### config.mk
export PLATFORM = sky130hd
export DESIGN_NAME = isp_thresh_ctrl
export DESIGN_NICKNAME = d
export VERILOG_FILES = /design/src/rtl/isp_pkg.sv /design/src/rtl/isp_serial_div8.sv /design/src/rtl/isp_thresh_ctrl.sv
export SDC_FILE = /design/constraint.sdc
export NUM_CORES = 1
export LEC_CHECK = 0
export CORE_MARGIN = 3
export CORE_UTILIZATION = 45
export CTS_BUF_LIST = sky130_fd_sc_hd__clkbuf_16
export DETAILED_ROUTE_END_ITERATION = 16
export GPL_TIMING_DRIVEN = 1
export PLACE_DENSITY_LB_ADDON = 0.08
export SLEW_MARGIN = 20
export SYNTH_ARGS = -nofsm -noshare
export SYNTH_HDL_FRONTEND = slang
export SYNTH_SLANG_ARGS = --single-unit
### constraint.sdc
create_clock -name clk -period 6.7 [get_ports clk]
set_input_delay 1.34 -clock clk [delete_from_list [all_inputs] [get_ports clk]]
set_output_delay 1.34 -clock clk [all_outputs]
set_load 0.05 [all_outputs]
### src/rtl/isp_pkg.sv
// isp_pkg: shared FSM encoding, default threshold constants and the clamp
// helper used by the ISP binarisation-threshold controller.
package isp_pkg;

    // Controller states; the encoding is also visible as the top's state signal.
    typedef enum logic [1:0] {
        ACCUM = 2'd0,
        DIV   = 2'd1,
        CALC  = 2'd2,
        UPD   = 2'd3
    } thr_state_t;

    localparam logic [7:0] THR_INIT_DEF = 8'd128;
    localparam logic [7:0] THR_MIN_DEF  = 8'd16;
    localparam logic [7:0] THR_MAX_DEF  = 8'd240;

    // Clamp a 10-bit signed value into the unsigned range [lo, hi].
    function automatic logic [7:0] clamp_thr(input logic signed [9:0] value,
                                             input logic [7:0]        lo,
                                             input logic [7:0]        hi);
        logic [7:0] result;
        if (value < $signed({2'b00, lo})) begin
            result = lo;
        end else if (value > $signed({2'b00, hi})) begin
            result = hi;
        end else begin
            result = value[7:0];
        end
        return result;
    endfunction

endpackage

### src/rtl/isp_serial_div8.sv
// isp_serial_div8: restoring serial divider producing an 8-bit quotient
// in exactly 8 cycles. The caller guarantees dividend < 256 * divisor.
//
// Handshake: start is a single-cycle request; dividend and divisor are
// captured on that edge and a start always restarts the divider, even
// mid-division. done is high during the cycle whose closing clock edge
// resolves quotient bit 0; quotient is valid from the next cycle until
// the following start. abort (ignored when start is high) drops an
// in-flight division without producing done.
module isp_serial_div8 #(
    parameter int SUM_W = 32,
    parameter int CNT_W = 22
) (
    input  logic             clk,
    input  logic             rst_n,
    input  logic             start,
    input  logic             abort,
    input  logic [SUM_W-1:0] dividend,
    input  logic [CNT_W-1:0] divisor,
    output logic [7:0]       quotient,
    output logic             done
);

    localparam int W = SUM_W + 8;

    logic [SUM_W-1:0] rem;
    logic [CNT_W-1:0] dvs;
    logic [2:0]       bit_idx;
    logic             running;
    logic [W-1:0]     shifted;
    logic             fits;

    assign shifted = {{(W - CNT_W){1'b0}}, dvs} << bit_idx;
    assign fits    = {8'd0, rem} >= shifted;
    assign done    = running && (bit_idx == 3'd0);

    // One quotient bit per cycle, MSB first; start wins over abort.
    always_ff @(posedge clk or negedge rst_n) begin
        if (!rst_n) begin
            rem      <= '0;
            dvs      <= '0;
            bit_idx  <= 3'd0;
            running  <= 1'b0;
            quotient <= 8'd0;
        end else if (start) begin
            rem      <= dividend;
            dvs      <= divisor;
            bit_idx  <= 3'd7;
            running  <= 1'b1;
            quotient <= 8'd0;
        end else if (abort) begin
            running <= 1'b0;
        end else if (running) begin
            if (fits) begin
                rem <= rem - shifted[SUM_W-1:0];
            end
            quotient[bit_idx] <= fits;
            if (bit_idx == 3'd0) begin
                running <= 1'b0;
            end else begin
                bit_idx <= bit_idx - 3'd1;
            end
        end
    end

endmodule

### src/rtl/isp_thresh_ctrl.sv
// isp_thresh_ctrl: per-frame mean luminance -> binarisation threshold.
// Pixels are summed during the frame; at each frame edge the previous
// frame's totals are divided, offset, clamped, optionally smoothed and
// written to threshold_o, so the threshold only moves between frames.
module isp_thresh_ctrl
    import isp_pkg::*;
#(
    parameter int         SUM_W     = 32,
    parameter int         CNT_W     = 22,
    parameter bit         VS_POL    = 1'b1,
    parameter logic [7:0] THR_INIT  = THR_INIT_DEF,
    parameter logic [7:0] THR_MIN   = THR_MIN_DEF,
    parameter logic [7:0] THR_MAX   = THR_MAX_DEF,
    parameter int         SMOOTH_SH = 2
) (
    input  logic       clk,
    input  logic       rst_n,
    input  logic       vsync_i,
    input  logic       de_i,
    input  logic [7:0] gray_i,
    input  logic       auto_en,
    input  logic [7:0] thr_manual,
    input  logic [7:0] thr_offset,
    output logic [7:0] threshold_o,
    output logic       thr_upd,
    output logic [7:0] frame_mean_o,
    output logic       busy_o,
    output logic       err_o
);

    thr_state_t state, next_state;

    logic             vs_d1, vs_d2, de_d1;
    logic [7:0]       gray_d1;
    logic             frame_edge, edge_go, frame_bad, busy;
    logic [SUM_W-1:0] sum_acc;
    logic [CNT_W-1:0] cnt_acc;
    logic             sat_acc;
    logic [SUM_W:0]   sum_add;
    logic [CNT_W:0]   cnt_add;
    logic             armed, calc_bad;
    logic             div_start, div_abort, div_done;
    logic [7:0]       div_q;
    logic [7:0]       new_thr, target, calc_thr;
    logic signed [9:0] mean_s, off_s, sum_s, diff_s, smooth_s;

    // Register the video tap once; vsync is normalised to active-high here.
    always_ff @(posedge clk or negedge rst_n) begin
        if (!rst_n) begin
            vs_d1   <= 1'b0;
            vs_d2   <= 1'b0;
            de_d1   <= 1'b0;
            gray_d1 <= 8'd0;
        end else begin
            vs_d1   <= (vsync_i == VS_POL);
            vs_d2   <= vs_d1;
            de_d1   <= de_i;
            gray_d1 <= gray_i;
        end
    end

    assign frame_edge = vs_d1 && !vs_d2;
    assign edge_go    = frame_edge && armed;
    assign frame_bad  = (cnt_acc == '0) || sat_acc;
    assign busy       = (state == DIV) || (state == CALC);
    assign busy_o     = busy;

    assign sum_add = {1'b0, sum_acc} + {{(SUM_W - 7){1'b0}}, gray_d1};
    assign cnt_add = {1'b0, cnt_acc} + {{CNT_W{1'b0}}, 1'b1};

    // Saturating frame accumulators; an edge-cycle pixel seeds the new frame.
    always_ff @(posedge clk or negedge rst_n) begin
        if (!rst_n) begin
            sum_acc <= '0;
            cnt_acc <= '0;
            sat_acc <= 1'b0;
        end else if (frame_edge) begin
            sum_acc <= de_d1 ? {{(SUM_W - 8){1'b0}}, gray_d1} : '0;
            cnt_acc <= de_d1 ? {{(CNT_W - 1){1'b0}}, 1'b1} : '0;
            sat_acc <= 1'b0;
        end else if (de_d1) begin
            sum_acc <= sum_add[SUM_W] ? '1 : sum_add[SUM_W-1:0];
            cnt_acc <= cnt_add[CNT_W] ? '1 : cnt_add[CNT_W-1:0];
            sat_acc <= sat_acc || sum_add[SUM_W] || cnt_add[CNT_W];
        end
    end

    // The first frame after reset is partial, so its edge only arms; the
    // bad-frame flag travels with the frame into CALC.
    always_ff @(posedge clk or negedge rst_n) begin
        if (!rst_n) begin
            armed    <= 1'b0;
            calc_bad <= 1'b0;
        end else if (frame_edge) begin
            armed <= 1'b1;
            if (armed) begin
                calc_bad <= frame_bad;
            end
        end
    end

    isp_serial_div8 #(
        .SUM_W (SUM_W),
        .CNT_W (CNT_W)
    ) u_div (
        .clk      (clk),
        .rst_n    (rst_n),
        .start    (div_start),
        .abort    (div_abort),
        .dividend (sum_acc),
        .divisor  (cnt_acc),
        .quotient (div_q),
        .done     (div_done)
    );

    // FSM state register.
    always_ff @(posedge clk or negedge rst_n) begin
        if (!rst_n) begin
            state <= ACCUM;
        end else begin
            state <= next_state;
        end
    end

    // Next state and divider control; an armed frame edge overrides
    // whatever was in flight.
    always_comb begin
        next_state = state;
        div_start  = 1'b0;
        div_abort  = 1'b0;
        case (state)
            ACCUM:   next_state = ACCUM;
            DIV:     if (div_done) next_state = CALC;
            CALC:    next_state = (calc_bad && auto_en) ? ACCUM : UPD;
            UPD:     next_state = ACCUM;
            default: next_state = ACCUM;
        endcase
        if (edge_go) begin
            if (frame_bad) begin
                div_abort  = 1'b1;
                next_state = CALC;
            end else begin
                div_start  = 1'b1;
                next_state = DIV;
            end
        end
    end

    assign mean_s   = {2'b00, div_q};
    assign off_s    = {{2{thr_offset[7]}}, thr_offset};
    assign sum_s    = mean_s + off_s;
    assign target   = clamp_thr(sum_s, THR_MIN, THR_MAX);
    assign diff_s   = $signed({2'b00, target}) - $signed({2'b00, threshold_o});
    assign smooth_s = $signed({2'b00, threshold_o}) + (diff_s >>> SMOOTH_SH);
    assign calc_thr = auto_en ? smooth_s[7:0] : thr_manual;

    // Result registers: CALC stages the new threshold, UPD publishes it.
    always_ff @(posedge clk or negedge rst_n) begin
        if (!rst_n) begin
            threshold_o  <= THR_INIT;
            frame_mean_o <= 8'd0;
            new_thr      <= THR_INIT;
            thr_upd      <= 1'b0;
            err_o        <= 1'b0;
        end else begin
            thr_upd <= 1'b0;
            err_o   <= 1'b0;
            if (edge_go && busy) begin
                err_o <= 1'b1;
            end
            if ((state == CALC) && !edge_go) begin
                if (calc_bad) begin
                    err_o <= 1'b1;
                end else begin
                    frame_mean_o <= div_q;
                end
                new_thr <= calc_thr;
            end
            if (state == UPD) begin
                threshold_o <= new_thr;
                thr_upd     <= 1'b1;
            end
        end
    end

endmodule

After elaboration in Yosys (flattened, before gate mapping)
Index checks and enable logic that the tools add are counted.
{"block": "totals", "ff_bits": 162, "inputBits": 29, "output_inout_bits": 19}
{"block": "classes", "add_sub_neg": 7, "magnitude_cmp": 5, "n_eq_ne": 6, "shift": 1, "n_mux": 44, "bitwise": 1, "reduce_logical": 25}
{"op": "32-bit two-way mux", "count": 7}
{"op": "22-bit two-way mux", "count": 3}
{"op": "8-bit two-way mux", "count": 7}
{"op": "32-bit by 40-bit >= comparator with 1-bit output", "count": 1}
{"op": "22-bit by 3-bit left shift with 40-bit output", "count": 1}
{"op": "32-bit by 8-bit adder with 33-bit output", "count": 1}
{"op": "32-bit subtractor", "count": 1}
{"op": "22-bit by 1-bit adder with 23-bit output (second input constant)", "count": 1}
{"op": "22-bit logical NOT", "count": 1}
{"op": "1-bit two-way mux", "count": 16}
{"op": "3-bit two-way mux", "count": 4}
{"op": "9-bit by 8-bit adder with 10-bit output", "count": 1}
{"op": "10-bit by 9-bit > comparator with 1-bit output (second input constant)", "count": 1}
{"op": "10-bit by 6-bit < comparator with 1-bit output (second input constant)", "count": 1}
{"op": "8-bit by 8-bit subtractor with 9-bit output", "count": 1}
{"op": "8-bit by 7-bit adder with 8-bit output", "count": 1}
{"op": "8-bit bitwise mux", "count": 1}
{"op": "2-bit two-way mux", "count": 4}
{"op": "1-bit logical AND", "count": 7}
{"op": "2-bit case mux with 3 select lines", "count": 1}
{"op": "2-bit AND reduction", "count": 3}
{"op": "3-bit AND reduction", "count": 2}
{"op": "2-bit nonzero test", "count": 3}
{"op": "2-bit == test (second input constant)", "count": 2}
{"op": "13 further kinds", "count": 18}

Depth between registers and ports, before layout
Gate-level depths: netlist (run 1).
{"block": "depth", "ltp_word": 8, "mapped_depth": 25}

Modules after synthesis
From an unflattened synthesis (run 1), not the netlist that was laid out.
{"block": "unflattened", "cells_unflattened": 1264, "area_unflattened_um2": 11374.7}
{"module": "isp_thresh_ctrl", "instances": 1, "cells_per_inst": 663, "area_per_inst_um2": 6032.0}
{"module": "isp_serial_div8", "instances": 1, "cells_per_inst": 601, "area_per_inst_um2": 5342.6}

Worst setup path after synthesis (run 1)
No wires, ideal clock.
{"block": "synth_path", "path_kind": "input-to-reg", "start": "in thr_offset[0]", "end": "reg new_thr[7]", "setup_ns": 0.079, "t_arrival_ns": 6.071, "setup_slack_ns": 0.550, "cell_stages": 22, "n_path_buf": 0, "cell_sequence": "ha_1 > fa_1 > a211o_1 > a2111oi_0 > and4b_1 > o311a_1 > and2_1 > ha_1 > a21oi_1 > inv_1 > a221oi_1 > o21ai_0 > xor2_1 > ha_1 > a21boi_0 > o21ai_0 > nand2b_1 > a31oi_1 > xnor2_1 > or3_1 > a31oi_1 > nor2_1"}
{"block": "synth_via", "elab_chain_len": 7}
{"item": "start, declared", "line": "isp_thresh_ctrl.sv:23", "rtl": "input logic [7:0] thr_offset,"}
{"item": "9-bit by 8-bit adder with 10-bit output *", "line": "isp_thresh_ctrl.sv:151", "rtl": "assign sum_s = mean_s + off_s;"}
{"item": "10-bit by 9-bit > comparator with 1-bit output", "line": "isp_pkg.sv:24", "rtl": "end else if (value > $signed({2'b00, hi})) begin"}
{"item": "8-bit two-way mux", "line": "isp_pkg.sv:24"}
{"item": "8-bit two-way mux *", "line": "isp_pkg.sv:22", "rtl": "if (value < $signed({2'b00, lo})) begin"}
{"item": "8-bit by 8-bit subtractor with 9-bit output *", "line": "isp_thresh_ctrl.sv:153", "rtl": "assign diff_s = $signed({2'b00, target}) - $signed({2'b00, threshold_o});"}
{"item": "8-bit by 7-bit adder with 8-bit output *", "line": "isp_thresh_ctrl.sv:154", "rtl": "assign smooth_s = $signed({2'b00, threshold_o}) + (diff_s >>> SMOOTH_SH);"}
{"item": "8-bit two-way mux *", "line": "isp_thresh_ctrl.sv:155", "rtl": "assign calc_thr = auto_en ? smooth_s[7:0] : thr_manual;"}
{"item": "end signal, assigned", "line": "isp_thresh_ctrl.sv:177", "rtl": "new_thr <= calc_thr;"}
{"item": "end, declared", "line": "isp_thresh_ctrl.sv:44", "rtl": "logic [7:0] new_thr, target, calc_thr;"}
Every way passes the cells marked *; elsewhere a longest branch is shown, timed or not.
A chain may end at the register's enable or synchronous reset.

Worst setup path in the final report (run 1)
Same ends and word-level chain as after synthesis.

==> impl_metrics.tcl, run 1 <==
set metrics [dict create \
    outcome "finished, final reports clean" \
    grt_use_met2_pct 36.6 \
    diodes 0 \
    drcViolationCount 0 \
    synthFlopType "dfrtp_1" \
    final_max_slew_viol_count 0 \
    worstMarginPinSlew_ns 1.12 \
    fin_crit_ns 6.34 \
    hold_path.class "reg -> reg" \
    gr-max-usage-layer "met2" \
    skew_ns 0.0116 \
    cap_violations 0 \
    yosysMostFrequentCell "nand2_1" \
    yosysWarnings 0 \
    dp_hpwl_um 20600 \
    yosysSeqAreaShare_pct 37.3 \
    grtUsageMet1_pct 30.7 \
    area_growth_syn_to_layout_pct 13.0 \
    crit_fanout 5 \
    async_flop_share_pct 100 \
    root_buffer "clkbuf_16" \
    wl_per_cell_um 17.5 \
    synth.largest_area_cell "dfrtp_1" \
    synth_edf_count 0 \
    rsz0062_at_grt "no" \
    cp_data_arrival_time_ns 6.71 \
    placed_area_um2 11700 \
    die_h_um 161 \
    drive_gt1_share_pct 7.05 \
    hold_violations 0 \
    detail-route-antenna-nets 0 \
    cts_tree "built" \
    grt_util_met3_pct 2.90 \
    slew-limit-headroom_pct 25.2 \
    cts_made_buffers 17 \
    initial_core_util_pct 46.0 \
    place_ws_ns -0.0963 \
    worst_slack_ns 0.360 \
    clk_pin_slew_ns 0.07 \
    antenna_found_initial 0 \
    clk_latency_ns 0.44 \
    drtIter0Drc 569 \
    yosysTopAreaCellShare_pct 36.8 \
    die-area_um2 26100 \
    grt_start_max_net_pins 102 \
    synth_nets 1349 \
    portBuffers 47 \
    leakage_nw 5.37 \
    setup_tns_ns 0 \
    critPathRequiredTime_ns 7.07 \
    grt_pass1_vias 9085 \
    ys_types 69 \
    endpoint_kind "flip-flop" \
    synth_common_cells "nand2_1 (164), dfrtp_1 (160), nor2_1 (116), a21oi_1 (90), o21ai_0 (78)" \
    synth.cell_area_um2 10900 \
    stdcell_count 1609 \
    core-area_um2 23600 \
    wl_um 28200 \
    clock-sinks 162 \
    vias 9372 \
    netlist_instances 1245 \
    power_density_nw_per_um2 528 \
    setup_viol 0 \
    post-route-cell-area_um2 12300 \
    num_rows 56 \
    io_pins 48 \
    ir_drop_mv 0.248 \
    period_share_pct 94.6 \
    avgSynthCellArea_um2 8.73 \
    finalPower_w 0.00648 \
    grt_pass1_wl_um 47100 \
    cts_buffer_depth 2 \
    firstDrtPassIters 5 \
    nNetsFinal 1381 \
    grt_use_total_pct 22.1 \
    worst-setup-path-type "in -> reg" \
    routabilityCongestion 0.848 \
    place_inst 1577 \
    ys_seq_elements 162 \
    gr-total-overflow 0 \
    critPathLaunchType "input pin" \
    synthTopCellsByArea "dfrtp_1 (37%), ha_1 (8.2%), nand2_1 (5.7%)" \
    die_x_um 161 \
    max_freq_mhz 158 \
    htree_levels 4 \
    vias_per_cell 5.82 \
]
==> kinds of logic (layout without fill, tap and decap cells) <==
family	Yosys count	after routing	synth area share [%]
AND/OR/NAND/NOR	454	454	19.3
AO/OA/AOI/OAI	354	354	21.0
flip-flops	162	162	37.3
buffers and inverters	95	140	3.37
adder cells (fa/ha/maj)	75	75	8.91
multiplexers	55	55	6.12
XOR/XNOR	50	50	4.03
==> area by class of cell <==
cell class | instances | area (um2)
Tap cell | 319 | 399
Inverter | 40 | 150
Sequential cell | 162 | 4060
Multi-Input combinational cell | 988 | 6470
Timing Repair Buffer | 68 | 629
Clock buffer | 17 | 425
Fill cell | 2275 | 11300
Clock inverter | 15 | 150
==> where the power goes <==
part           total (W)  switching (W)  internal (W)
Combinational    0.00406        0.00230       0.00175
Clock           0.000984       0.000459      0.000525
Sequential       0.00144       0.000212       0.00123
Total            0.00648        0.00297       0.00351
==> per-stage QoR <==
stage,hold WS [ns],utilization [%]
after global placement,0.396,49.6
after floorplan,0.368,-
final,0.403,52.0
after CTS,0.405,52.0
after detailed placement,0.391,49.6
after global routing,0.410,52.0
==> cells in the final DEF (no fill, tap or decap), drive strengths merged, types with 26 or more instances in the layout <==
master,synthesis,routed
nand2,165,165
dfrtp,160,160
nor2,117,117
a21oi,90,90
o21ai,78,78
ha,71,71
inv,40,48
clkdlybuf4s50,0,46
nand3,38,38
mux2i,35,35
xnor2,34,34
nor3,29,29
a211oi,27,27
a31oi,26,26
==> flip-flops by register name, summed over array words and instances (netlist names), 2 cells and up <==
register	flops
u_div.bit_idx	3
frame_mean_o	8
state	2
u_div.dvs	22
cnt_acc	22
sum_acc	32
threshold_o	8
gray_d1	8
u_div.rem	32
u_div.quotient	8
new_thr	8
==> timing repair <==
| item | in CTS | in global routing |
|---|---|---|
| endpoints found under the hold margin | 0 | 0 |
| setup buffers | 0 | 0 |
| hold buffers | 0 | 0 |
| setup endpoints to repair | 0 | 1 |
| resized for setup | 0 | 1 |
==> metal layers <==
| metal | part of all wire, % | vias to the layer above |
|---|---|---|
| met5 | 0 | - |
| met4 | 1.5 | 0 |
| met3 | 3.1 | 26 |
| li1 | - | 4637 |
| met1 | 48 | 4551 |
| met2 | 48 | 158 |
==> path summary, 6_finish.rpt <==
check / startpoint / end / slack [ns] / cells after the start
max: thr_offset[0] / new_thr[7] / 0.36 / 24
min: vs_d1 / vs_d2 / 0.40 / 0
max reg2reg: u_div.quotient[0] / new_thr[7] / 1.25 / 23
min reg2reg: vs_d1 / vs_d2 / 0.40 / 0
max in group asynchronous: rst_n / u_div.bit_idx[2] / 4.27 / 2
min in group asynchronous: rst_n / sum_acc[28] / 1.02 / 1
==> worst max-delay path: stages <==
cell	delay, ns
clkdlybuf4s50_1	0.41
ha_1	0.22
fa_1	0.40
a211o_1	0.29
a2111oi_1	0.34
and4b_1	0.28
o311a_1	0.41
and2_1	0.18
ha_1	0.31
a21oi_1	0.15
inv_1	0.07
a221oi_1	0.37
buf_4	0.18
xnor2_1	0.17
ha_1	0.30
nand3_1	0.10
a21boi_0	0.11
o21ai_0	0.17
nand2b_1	0.10
a31oi_1	0.20
xnor2_1	0.09
or3_1	0.31
a31oi_1	0.17
nor2_1	0.06
Power figures use the tool's default switching activity.
==> run 2: changes to the inputs <==
--- a/config.mk
+++ b/config.mk
@@ -5,9 +5,11 @@
 export SDC_FILE = /design/constraint.sdc
 export NUM_CORES = 1
 export LEC_CHECK = 0
+export CORE_ASPECT_RATIO = 0.9
 export CORE_MARGIN = 3
 export CORE_UTILIZATION = 45
 export CTS_BUF_LIST = sky130_fd_sc_hd__clkbuf_16
+export CTS_CLUSTER_SIZE = 30
 export DETAILED_ROUTE_END_ITERATION = 16
 export GPL_TIMING_DRIVEN = 1
 export PLACE_DENSITY_LB_ADDON = 0.08
==> run 2 against run 1 <==
- final cell count fell by 1.1%
- worst hold slack improved by 0.021 ns
- first-iteration DRC count rose by 24%
- clock skew rose by 0.0074 ns
- via count rose by 0.79%
- worst setup slack improved by 0.0066 ns
- non-clock buffer count fell by 1
==> impl_metrics.tcl, run 2 (same netlist as run 1, synthesis figures left out) <==
set metrics [dict create \
    grt_pass1_vias 8999 \
    worstHoldPathCells 0 \
    p_switching_w 0.00298 \
    vias 9446 \
    htree_levels 4 \
    diodes 0 \
    hold_path.class "reg -> reg" \
    routabilityCongestion 0.856 \
    detail-route-antenna-nets 0 \
    area_growth_syn_to_layout_pct 12.6 \
    wl_per_cell_um 18.1 \
    postCtsHoldBufs 0 \
    top_regs "sum_acc (32), u_div.rem (32)" \
    cts_buffer_depth 2 \
    p_seq_share_pct 22.9 \
    place_inst 1559 \
    grt_pass1_wl_um 47600 \
    drtIter0Drc 704 \
    cts_made_buffers 17 \
    io_pins 48 \
    setup_viol 0 \
    firstDrtPassIters 5 \
    fin_crit_ns 6.33 \
    critPathLaunchType "input pin" \
    final_cell_mix "nand2_1 (164), dfrtp_1 (160), nor2_1 (116), a21oi_1 (90), o21ai_0 (78)" \
    die_h_um 153 \
    critPathRequiredTime_ns 7.06 \
    rsz0062_at_grt "no" \
    drive_gt1_share_pct 7.06 \
    clk_latency_ns 0.44 \
    drcViolationCount 0 \
    setup_tns_ns 0 \
    num_rows 53 \
    final_max_slew_viol_count 0 \
    endpoint_kind "flip-flop" \
    grt_use_total_pct 22.5 \
    cp_data_arrival_time_ns 6.70 \
    dp_hpwl_um 20700 \
    grt_start_max_net_pins 76 \
    clock-sinks 162 \
    hold_violations 0 \
    power_density_nw_per_um2 526 \
    nNetsFinal 1380 \
    portBuffers 47 \
    final_common_cell "nand2_1" \
    cap_violations 0 \
    outcome "finished, final reports clean" \
    period_share_pct 94.5 \
    wl_um 28700 \
    antenna_found_initial 0 \
    ir_drop_mv 0.211 \
    whs_ns 0.425 \
    cts_setup_buffers 0 \
    max_freq_mhz 158 \
    die_x_um 170 \
    stdcell_count 1591 \
    slew-limit-headroom_pct 21.5 \
    leakage_nw 5.35 \
    initial_core_util_pct 46.2 \
    skew_ns 0.0190 \
    combPwrFrac_pct 62.6 \
    cts_resized 0 \
    crit_fanout 5 \
    clk_pin_slew_ns 0.07 \
    vias_per_cell 5.94 \
    root_buffer "clkbuf_16" \
    pwr-share-clk_pct 14.6 \
    switching_share_pct 46.3 \
    rr_worst_depth 24 \
    worst-setup-path-type "in -> reg" \
    core-area_um2 23500 \
    gr-total-overflow 0 \
    cts_tree "built" \
    die-area_um2 26100 \
    finalPower_w 0.00644 \
    worstMarginPinSlew_ns 1.18 \
    p_int_w 0.00346 \
]
run 2: cell types whose count changed in the layout (fill, tap and decap cells not counted), sizes merged:
| cell | change |
|---|---|
| clkinvlp | +2 |
| inv | -2 |
| bufinv | -1 |
| buf | -1 |
| clkinv | +1 |
run 2: final cells by class:
cell class / count / area [um2]
clock buffer: 17 / 425
clock inverter: 15 / 131
fill: 2200 / 11300
inverter: 40 / 150
multi-input combinational: 988 / 6480
sequential: 162 / 4060
tap: 302 / 378
timing repair buffer: 67 / 622
run 2: power by group through the flow:
stage | combinational [W] | sequential (W) | clock (W)
final | 0.00403 | 0.00147 | 0.000938
after detailed placement | 0.00401 | 0.00149 | 0
after global routing | 0.00452 | 0.00151 | 0.00100
after floorplan | 0.00298 | 0.00155 | 0
after CTS | 0.00403 | 0.00147 | 0.000961
after global placement | 0.00396 | 0.00149 | 0
run 2: per-layer routing:
layer	share of wire, %	track usage, %
met5	0	0
met4	1.4	5.76
met3	4.0	3.36
met2	45	34.1
met1	50	33.5
run 2: final timing paths:
path                                         from       endpoint  slack [ns]
worst max-delay path                thr_offset[0]     new_thr[7]        0.37
worst min-delay path                        vs_d1          vs_d2        0.42
worst max register to register  u_div.quotient[0]     new_thr[7]        1.25
worst min register to register              vs_d1          vs_d2        0.42
max in group asynchronous                   rst_n  u_div.dvs[11]        4.61
min in group asynchronous                   rst_n    sum_acc[27]        0.93
run 2: metrics by stage:
| step | setup slack (ns) | utilization [%] | instance area [um2] |
|---|---|---|---|
| floorplan | 0.550 | - | 10900 |
| global placement | 0.0259 | 49.6 | 11700 |
| detailed placement | -0.0781 | 49.6 | 11700 |
| CTS | 0.387 | 52.0 | 12200 |
| global route | 0.0244 | 52.0 | 12200 |
| finish | 0.367 | 52.0 | 12200 |
run 2: critical path, cell delays in order:
cell,delay [ns]
clkdlybuf4s50_1,0.41
ha_1,0.23
fa_1,0.40
a211o_1,0.28
a2111oi_0,0.33
and4b_1,0.27
o311a_1,0.41
and2_1,0.18
ha_1,0.31
a21oi_1,0.14
inv_1,0.07
and3_1,0.19
a21oi_1,0.12
and2_1,0.16
xnor2_1,0.15
ha_1,0.28
a21oi_1,0.20
a21boi_0,0.15
o21ai_0,0.17
nand2b_1,0.10
a31oi_1,0.20
xnor2_1,0.09
or3_1,0.30
a31oi_1,0.16
nor2_1,0.06
